## src/rtl/ahb2apb_pkg.sv

```systemverilog
// Shared AHB-to-APB bridge types: FSM state encoding, APB window bounds, slave selects.
// No logic; no latency; no backpressure.
package ahb2apb_pkg;

    typedef enum logic [2:0] {
        IDLE     = 3'd0,
        WWAIT    = 3'd1,
        READ     = 3'd2,
        WRITE    = 3'd3,
        WRITEP   = 3'd4,
        RENABLE  = 3'd5,
        WENABLE  = 3'd6,
        WENABLEP = 3'd7
    } state_t;

    localparam logic [31:0] APB_WIN_LO = 32'h8000_0000;
    localparam logic [31:0] APB_WIN_HI = 32'h8C00_0000;

    localparam logic [2:0] SEL_NONE = 3'b000;
    localparam logic [2:0] SEL_S0   = 3'b001;
    localparam logic [2:0] SEL_S1   = 3'b010;
    localparam logic [2:0] SEL_S2   = 3'b100;

endpackage

```

## src/rtl/apb_fsm_controller.sv

```systemverilog
// AHB-to-APB bridge controller: sequences APB setup/enable phases from qualified AHB transfers.
// Latency: read 2 cycles (READ, RENABLE); single write 3 cycles (WWAIT, WRITE, WENABLE).
// Backpressure: Hreadyout drops for one cycle whenever the next state is READ or WRITEP.
module apb_fsm_controller
    import ahb2apb_pkg::*;
(
    input  logic        Hclk,
    input  logic        Hreset,
    input  logic        valid,
    input  logic        Hwrite,
    input  logic        Hwritereg,
    input  logic [31:0] Haddr,
    input  logic [31:0] Haddr1,
    input  logic [31:0] Haddr2,
    input  logic [31:0] Hwdata,
    input  logic [31:0] Hwdata1,
    input  logic [2:0]  tempselx,
    output logic [2:0]  Pselx,
    output logic        Penable,
    output logic        Pwrite,
    output logic [31:0] Paddr,
    output logic [31:0] Pwdata,
    output logic        Hreadyout
);

    state_t     state;
    state_t     next_state;
    logic [2:0] selx1;
    logic [2:0] selx2;

    always_ff @(posedge Hclk) begin
        if (Hreset) begin
            state <= IDLE;
        end else begin
            state <= next_state;
        end
    end

    always_comb begin
        next_state = IDLE;
        case (state)
            IDLE, RENABLE, WENABLE: begin
                if (valid && Hwrite)       next_state = WWAIT;
                else if (valid && !Hwrite) next_state = READ;
                else                       next_state = IDLE;
            end
            READ:    next_state = RENABLE;
            WWAIT:   next_state = valid ? WRITEP : WRITE;
            WRITE:   next_state = valid ? WENABLEP : WENABLE;
            WRITEP:  next_state = WENABLEP;
            WENABLEP: begin
                if (!Hwritereg) next_state = READ;
                else if (valid) next_state = WRITEP;
                else            next_state = WRITE;
            end
            default: next_state = IDLE;
        endcase
    end

    // APB outputs are registered on the transition into next_state.
    always_ff @(posedge Hclk) begin
        if (Hreset) begin
            selx1     <= SEL_NONE;
            selx2     <= SEL_NONE;
            Pselx     <= SEL_NONE;
            Penable   <= 1'b0;
            Pwrite    <= 1'b0;
            Paddr     <= '0;
            Pwdata    <= '0;
            Hreadyout <= 1'b1;
        end else begin
            selx1     <= tempselx;
            selx2     <= selx1;
            Hreadyout <= !((next_state == READ) || (next_state == WRITEP));
            case (next_state)
                READ: begin
                    Paddr   <= Haddr;
                    Pselx   <= tempselx;
                    Pwrite  <= 1'b0;
                    Penable <= 1'b0;
                end
                WRITE, WRITEP: begin
                    // From WENABLEP the pending write sits one stage deeper in the AHB pipeline.
                    if (state == WENABLEP) begin
                        Paddr  <= Haddr2;
                        Pwdata <= Hwdata1;
                        Pselx  <= selx2;
                    end else begin
                        Paddr  <= Haddr1;
                        Pwdata <= Hwdata;
                        Pselx  <= selx1;
                    end
                    Pwrite  <= 1'b1;
                    Penable <= 1'b0;
                end
                RENABLE, WENABLE, WENABLEP: begin
                    Penable <= 1'b1;
                end
                default: begin
                    Pselx   <= SEL_NONE;
                    Penable <= 1'b0;
                end
            endcase
        end
    end

endmodule

```

## config.mk

```make
export PLATFORM = sky130hd
export DESIGN_NAME = apb_fsm_controller
export DESIGN_NICKNAME = d
export VERILOG_FILES = /design/src/rtl/ahb2apb_pkg.sv /design/src/rtl/apb_fsm_controller.sv
export SDC_FILE = /design/constraint.sdc
export NUM_CORES = 1
export LEC_CHECK = 0
export ABC_CLOCK_PERIOD_IN_PS = 2000
export BUFFER_PORTS_ARGS = -buffer_cell sky130_fd_sc_hd__buf_2
export CORE_ASPECT_RATIO = 0.7
export CORE_MARGIN = 8
export CORE_UTILIZATION = 45
export DETAILED_ROUTE_END_ITERATION = 16
export PLACE_DENSITY = 0.82
export SETUP_SLACK_MARGIN = 0.15
export SLEW_MARGIN = 10
export SYNTH_ARGS = -nofsm -noshare
export SYNTH_HDL_FRONTEND = slang
export SYNTH_SLANG_ARGS = --single-unit
```

## constraint.sdc

```tcl
create_clock -name Hclk -period 2 [get_ports Hclk]
set_input_delay 0.1 -clock Hclk [delete_from_list [all_inputs] [get_ports Hclk]]
set_output_delay 0.1 -clock Hclk [all_outputs]
set_load 0.02 [all_outputs]
```

After elaboration in Yosys (flattened, before gate mapping)
Cells that the tools add are included.
{ "classes": {"eq_ne": 13, "n_mux": 13, "reduce_logical": 10} }
{ "ops": {"columns": ["cell", "n"], "rows": [
  ["32-bit 2-to-1 mux", 2],
  ["32-bit one-hot mux with 2 select lines", 1],
  ["3-bit equality test (second input constant)", 8],
  ["3-bit one-hot mux with 6 select lines", 1],
  ["3-bit by 2-bit equality test with 1-bit output (second input constant)", 4],
  ["3-bit 2-to-1 mux", 3],
  ["3-bit one-hot mux with 3 select lines", 1],
  ["3-bit OR reduction", 2],
  ["2-bit 2-to-1 mux", 2],
  ["3-bit by 1-bit equality test with 1-bit output (second input constant)", 1],
  ["3-bit zero test", 1],
  ["1-bit logical AND", 2],
  ["1-bit zero test", 2],
  ["1-bit 2-to-1 mux", 2],
  ["1-bit one-hot mux with 2 select lines", 1],
  ["2-bit nonzero test", 1],
  ["2-bit OR reduction", 1],
  ["1-bit logical OR", 1]
]} }
{ "totals": {"out_inout_bits": 70, "input_bits": 168, "elab_cells": 45, "regBits": 79} }

Logic depth before layout (Yosys ltp)
{ "logic_depth": {"depth_word": 8, "mapped_depth": 7} }

Least setup slack after synthesis
Ideal clock, no wire load.
{ "synth_path": {"path_type": "reg-to-reg", "startpoint": "register state[2]", "endpoint": "register Paddr[0]", "arrival_ns": 1.362, "setup_ns": 0.122, "setup_slack_ns": 0.516, "required_time_ns": 1.878, "synth_period_minus_slack_ns": 1.484, "stages_incl_launch_ff": 6, "cell_sequence": "dfxtp_1 buf_6 o41a_1 buf_6 a31oi_1 a21oi_1"} }
{ "synth_between": {"elab_chain_len": 6, "word_cells_on_any_way": 17, "cone_classes": "10 x eq/ne; 3 x mux; 4 x reduce/logical"} }
{ "synth_rtl": {"columns": ["item", "line_no", "rtl"], "rows": [
  ["start: declaration", "apb_fsm_controller.sv:26", "state_t state;"],
  ["start signal: assignment", "apb_fsm_controller.sv:35", "state <= next_state;"],
  ["3-bit equality test or 3-bit zero test (tied branches)", "apb_fsm_controller.sv:41", "case (state)"],
  ["3-bit OR reduction", "apb_fsm_controller.sv:41", null],
  ["3-bit one-hot mux with 6 select lines", "apb_fsm_controller.sv:41", null],
  ["3-bit equality test or 3-bit by 2-bit equality test with 1-bit output (tied branches)", "apb_fsm_controller.sv:75", "case (next_state)"],
  ["2-bit OR reduction", "apb_fsm_controller.sv:75", null],
  ["32-bit one-hot mux with 2 select lines or 2-bit nonzero test (tied branches)", null, null],
  ["end signal: assignment", "apb_fsm_controller.sv:77", "Paddr <= Haddr;"],
  ["end signal: assignment", "apb_fsm_controller.sv:85", "Paddr <= Haddr2;"],
  ["end signal: assignment", "apb_fsm_controller.sv:89", "Paddr <= Haddr1;"],
  ["end: declaration", "apb_fsm_controller.sv:21", "output logic [31:0] Paddr,"]
]} }
Several ways; a longest one is shown, not always the timed one.
A chain may end at the register's enable or synchronous reset.

Worst setup path in the final report
{ "layout_path": {"startpoint": "register state[2]", "endpoint": "register Hreadyout"} }
{ "layout_between": {"elab_chain_len": 6, "word_cells_on_any_way": 14, "cone_classes": "9 x eq/ne; 1 x mux; 4 x reduce/logical"} }
{ "layout_rtl": {"columns": ["item", "line_no", "rtl"], "rows": [
  ["3-bit equality test or 3-bit zero test (tied branches)", "apb_fsm_controller.sv:41", null],
  ["3-bit OR reduction", "apb_fsm_controller.sv:41", null],
  ["3-bit one-hot mux with 6 select lines *", "apb_fsm_controller.sv:41", null],
  ["3-bit by 2-bit equality test with 1-bit output or 3-bit equality test (tied branches)", "apb_fsm_controller.sv:74", "Hreadyout <= !((next_state == READ) || (next_state == WRITEP));"],
  ["1-bit logical OR *", "apb_fsm_controller.sv:74", null],
  ["1-bit zero test *", "apb_fsm_controller.sv:74", null],
  ["end signal: assignment", "apb_fsm_controller.sv:74", null],
  ["end: declaration", "apb_fsm_controller.sv:23", "output logic Hreadyout"]
]} }
Every way passes the cells marked *; elsewhere a longest branch is shown, timed or not.

==> metrics.md <==
| Metric | Value |
|---|---|
| Post-CTS setup repair buffer count | `0` |
| # IOs | `about 240` |
| Worst-Margin Slew | `0.5466 ns` |
| Max_cap viols | `0` |
| Clk_lat worst skew | `0.33 ns` |
| Net Count, Synth | `630` |
| First DRT Iteration DRCs | `roughly 310` |
| Total GRT Usage | `0.2181` |
| Pre-CTS setup slack | `between 0.15 and 0.2 ns` |
| Crit path required time | `approximately 2.2 ns` |
| Reg2reg end | `Hreadyout` |
| CTS tree | `built` |
| Ant. Diodes | `0` |
| Final period utilization | `0.8571` |
| Predominant post-synthesis flop cell | `dfxtp_1` |
| Max Fclk | `0.5833 GHz` |
| Setup crit start kind | `flop` |
| Setup TNS Final | `0 ns` |
| IR drop worst, VDD | `639.3 µV` |
| Total power | `~7 mW` |
| H-tree lvl count | `3` |
| Cell variety after synth | `37` |
| DR vias/cell | `5.603` |
| DRT Wirelength | `between 10000 and 15000 µm` |
| Hold violation count in the final report | `0` |
| Die Height | `96.94 µm` |
| DRT Pass-1 Iters | `5` |
| First-pass GRT wire length | `approximately 24000 µm` |
| WP data arrival | `around 1.9 ns` |
| Core Box Area | `9071 µm²` |
| Synth top area cells | `dfxtp_1 (38%), a211oi_2 (8.9%), mux2i_1 (7.6%)` |
| Vias | `approximately 4500` |
| Hold Crit Class | `input port to flop` |
| Crit path kind | `flop to flop` |
| Total grt overflow | `0` |
| Antenna Violating Nets Remaining | `0` |
| Clock slew seen by the registers of the worst setup and hold paths | `approximately 0.06 ns` |
| Status | `completed` |
| Final #Nets | `840` |
| Fraction of layout cells with a size suffix above 1 | `0.4512` |
| Pin count of the biggest net entering global routing | `between 50 and 60` |
| Routed WL per cell | `roughly 18 µm` |
| Synth Warn # | `0` |
| Cell area after synthesis | `4212 µm²` |
| DP HPWL | `roughly 11000 µm` |
| Async S/R FF share, synth | `0` |
| Relative slew slack | `0.6356` |
| Die width | `between 100 and 150 µm` |
| CTS Buf Count | `9` |
| Synthesized flop and latch total | `79` |
| Pins Over Slew Limit | `0` |
| Die area | `~13000 µm²` |
| Worst Path Max Fanout | `12` |
| Fillers | `793` |
| Vias in the first global route | `around 4700` |
| RSZ-0062 raised after global routing | `false` |
| Mean instance size in the synthesized netlist | `between 9 and 10 µm²` |
| RePlAce Congestion | `0.8773` |
| # DRC | `0` |
| Hold Path Stages | `3` |
| Hold path startpoint | `Haddr[18]` |
| Min Tclk post-route | `~1.7 ns` |
| Initial antenna violation count | `0` |
| Initial core utilization | `0.4643` |
| Lkg Pwr | `2.854 nW` |
| Synth top area share | `0.3755` |
| Worst r2r src | `state[2]` |
| Power per Cell Area | `1204 nW/µm²` |
| Worst min-delay path endpoint | `Paddr[18]` |
| Layout area overhead | `36.60%` |
| Final setup vio count | `0` |
| Final worst setup slack | `between 0.2 and 0.3 ns` |
| Synth Instances | `roughly 460` |
| Synth area leader | `dfxtp_1` |
| Clk buf depth | `2` |
| Final hold slack | `roughly 0.023 ns` |
| Clock Tree Root | `clkbuf_16` |
| Worst R2R Setup Slack | `approximately 0.29 ns` |
| Port Buffers | `237` |
| Clk sink count | `79` |
| Setup crit end kind | `flop` |
| Skew final | `roughly 0.0069 ns` |
| # rows | `29` |
| EDFF count, synth | `0` |
| Post-synthesis sequential area ratio | `0.3755` |
| FF-to-FF path depth | `5` |
routing by layer:
layer | wire length [µm] | track usage | part of all wire
met5 | 0 | 0 | 0
met2 | 7353 | 0.3671 | 0.51
met1 | 5926 | 0.2569 | 0.41
met4 | 248 | 0.07740 | 0.017
met3 | 1003 | 0.06818 | 0.069
through the flow:
| stage | utilization | std cells | area, µm² |
|---|---|---|---|
| after CTS | 0.6331 | 800 | 5743 |
| after detailed placement | 0.5960 | 783 | 5406 |
| after floorplan | - | 462 | 4212 |
| final | 0.6342 | 800 | 5753 |
| after global placement | 0.5960 | 783 | 5406 |
| after global routing | 0.6342 | 800 | 5753 |
cell type report:
class	count	area, µm²	share of cell area
Tap cell	124	155.1	0.02697
Inverter	3	11.26	0.001957
Sequential cell	79	1584	0.2753
Clock buffer	11	242.7	0.04219
Timing Repair Buffer	255	1378	0.2395
Clock inverter	4	70.07	0.01218
Multi-Input combinational cell	324	2312	0.4019
how the worst max path moves through the flow:
stage	start	to	slack (ns)
2_1_floorplan	state[2]	Paddr[0]	0.52
3_3_place_gp	state[2]	Hreadyout	0.25
3_5_place_dp	state[1]	Pwdata[1]	0.16
4_1_cts	state[2]	Hreadyout	0.17
5_1_grt	state[2]	Paddr[6]	0.15
6_report	state[2]	Hreadyout	0.29
timing repair:
action,CTS,global route
setup endpoints to repair,1,38
gates resized for setup,1,5
pin swaps,0,0
hold buffers,2,0
hold endpoints to repair,2,0
state kept, by name, indices dropped and copies added (netlist names):
signal / cells
Pselx: 3
state: 3
Penable: 1
Pwrite: 1
Paddr: 32
Pwdata: 32
Hreadyout: 1
selx1: 3
selx2: 3
worst max-delay path, cell delays in order, from the launching register on:
cell      delay, ns
dfxtp_2        0.43
buf_4          0.22
or3b_4         0.43
o21ai_1        0.10
a211oi_1       0.06
or3_1          0.34
Yosys cell counts, types with 2 or more instances:
master / number
a211oi_1: 3
a211oi_2: 30
a21o_1: 34
a21oi_1: 41
a311oi_1: 3
a31oi_1: 37
buf_2: 27
buf_6: 9
clkbuf_1: 19
dfxtp_1: 79
inv_1: 2
mux2i_1: 32
nand2_1: 5
nand2b_1: 4
nor2_1: 41
nor2b_1: 8
o21ai_0: 31
o21ai_1: 7
o32ai_1: 32
power by group:
part	total, mW	switching, mW	internal [mW]
registers	2.25	0.256	1.99
logic	2.95	1.83	1.13
clock network	1.72	0.609	1.12
kinds of logic (layout without fill, tap and decap cells):
group           count (synthesis)  in the layout  synth area share
buf+inv                        59            273           0.07754
xor+xnor                        1              1          0.002080
mux                            32             32           0.07606
flops                          79             79            0.3755
compound gates                224            224            0.3939
simple gates                   67             67           0.07487
cells in the final DEF (no fill, tap or decap), types with 2 or more instances in the layout:
| master | count |
|---|---|
| nor2b_1 | 8 |
| mux2i_1 | 32 |
| clkinv_2 | 2 |
| nand2_1 | 5 |
| dfxtp_1 | 77 |
| dfxtp_2 | 2 |
| a21oi_1 | 41 |
| a211oi_2 | 30 |
| buf_4 | 12 |
| buf_2 | 236 |
| inv_1 | 2 |
| dlygate4sd3_1 | 2 |
| a21o_1 | 34 |
| clkbuf_16 | 9 |
| o21ai_0 | 31 |
| nand2b_1 | 4 |
| buf_12 | 3 |
| bufinv_16 | 2 |
| a311oi_1 | 3 |
| o32ai_1 | 32 |
| a211oi_1 | 3 |
| o21ai_1 | 7 |
| a31oi_1 | 37 |
| nor2_1 | 41 |
Note: power is estimated with default switching activity, not from simulation.
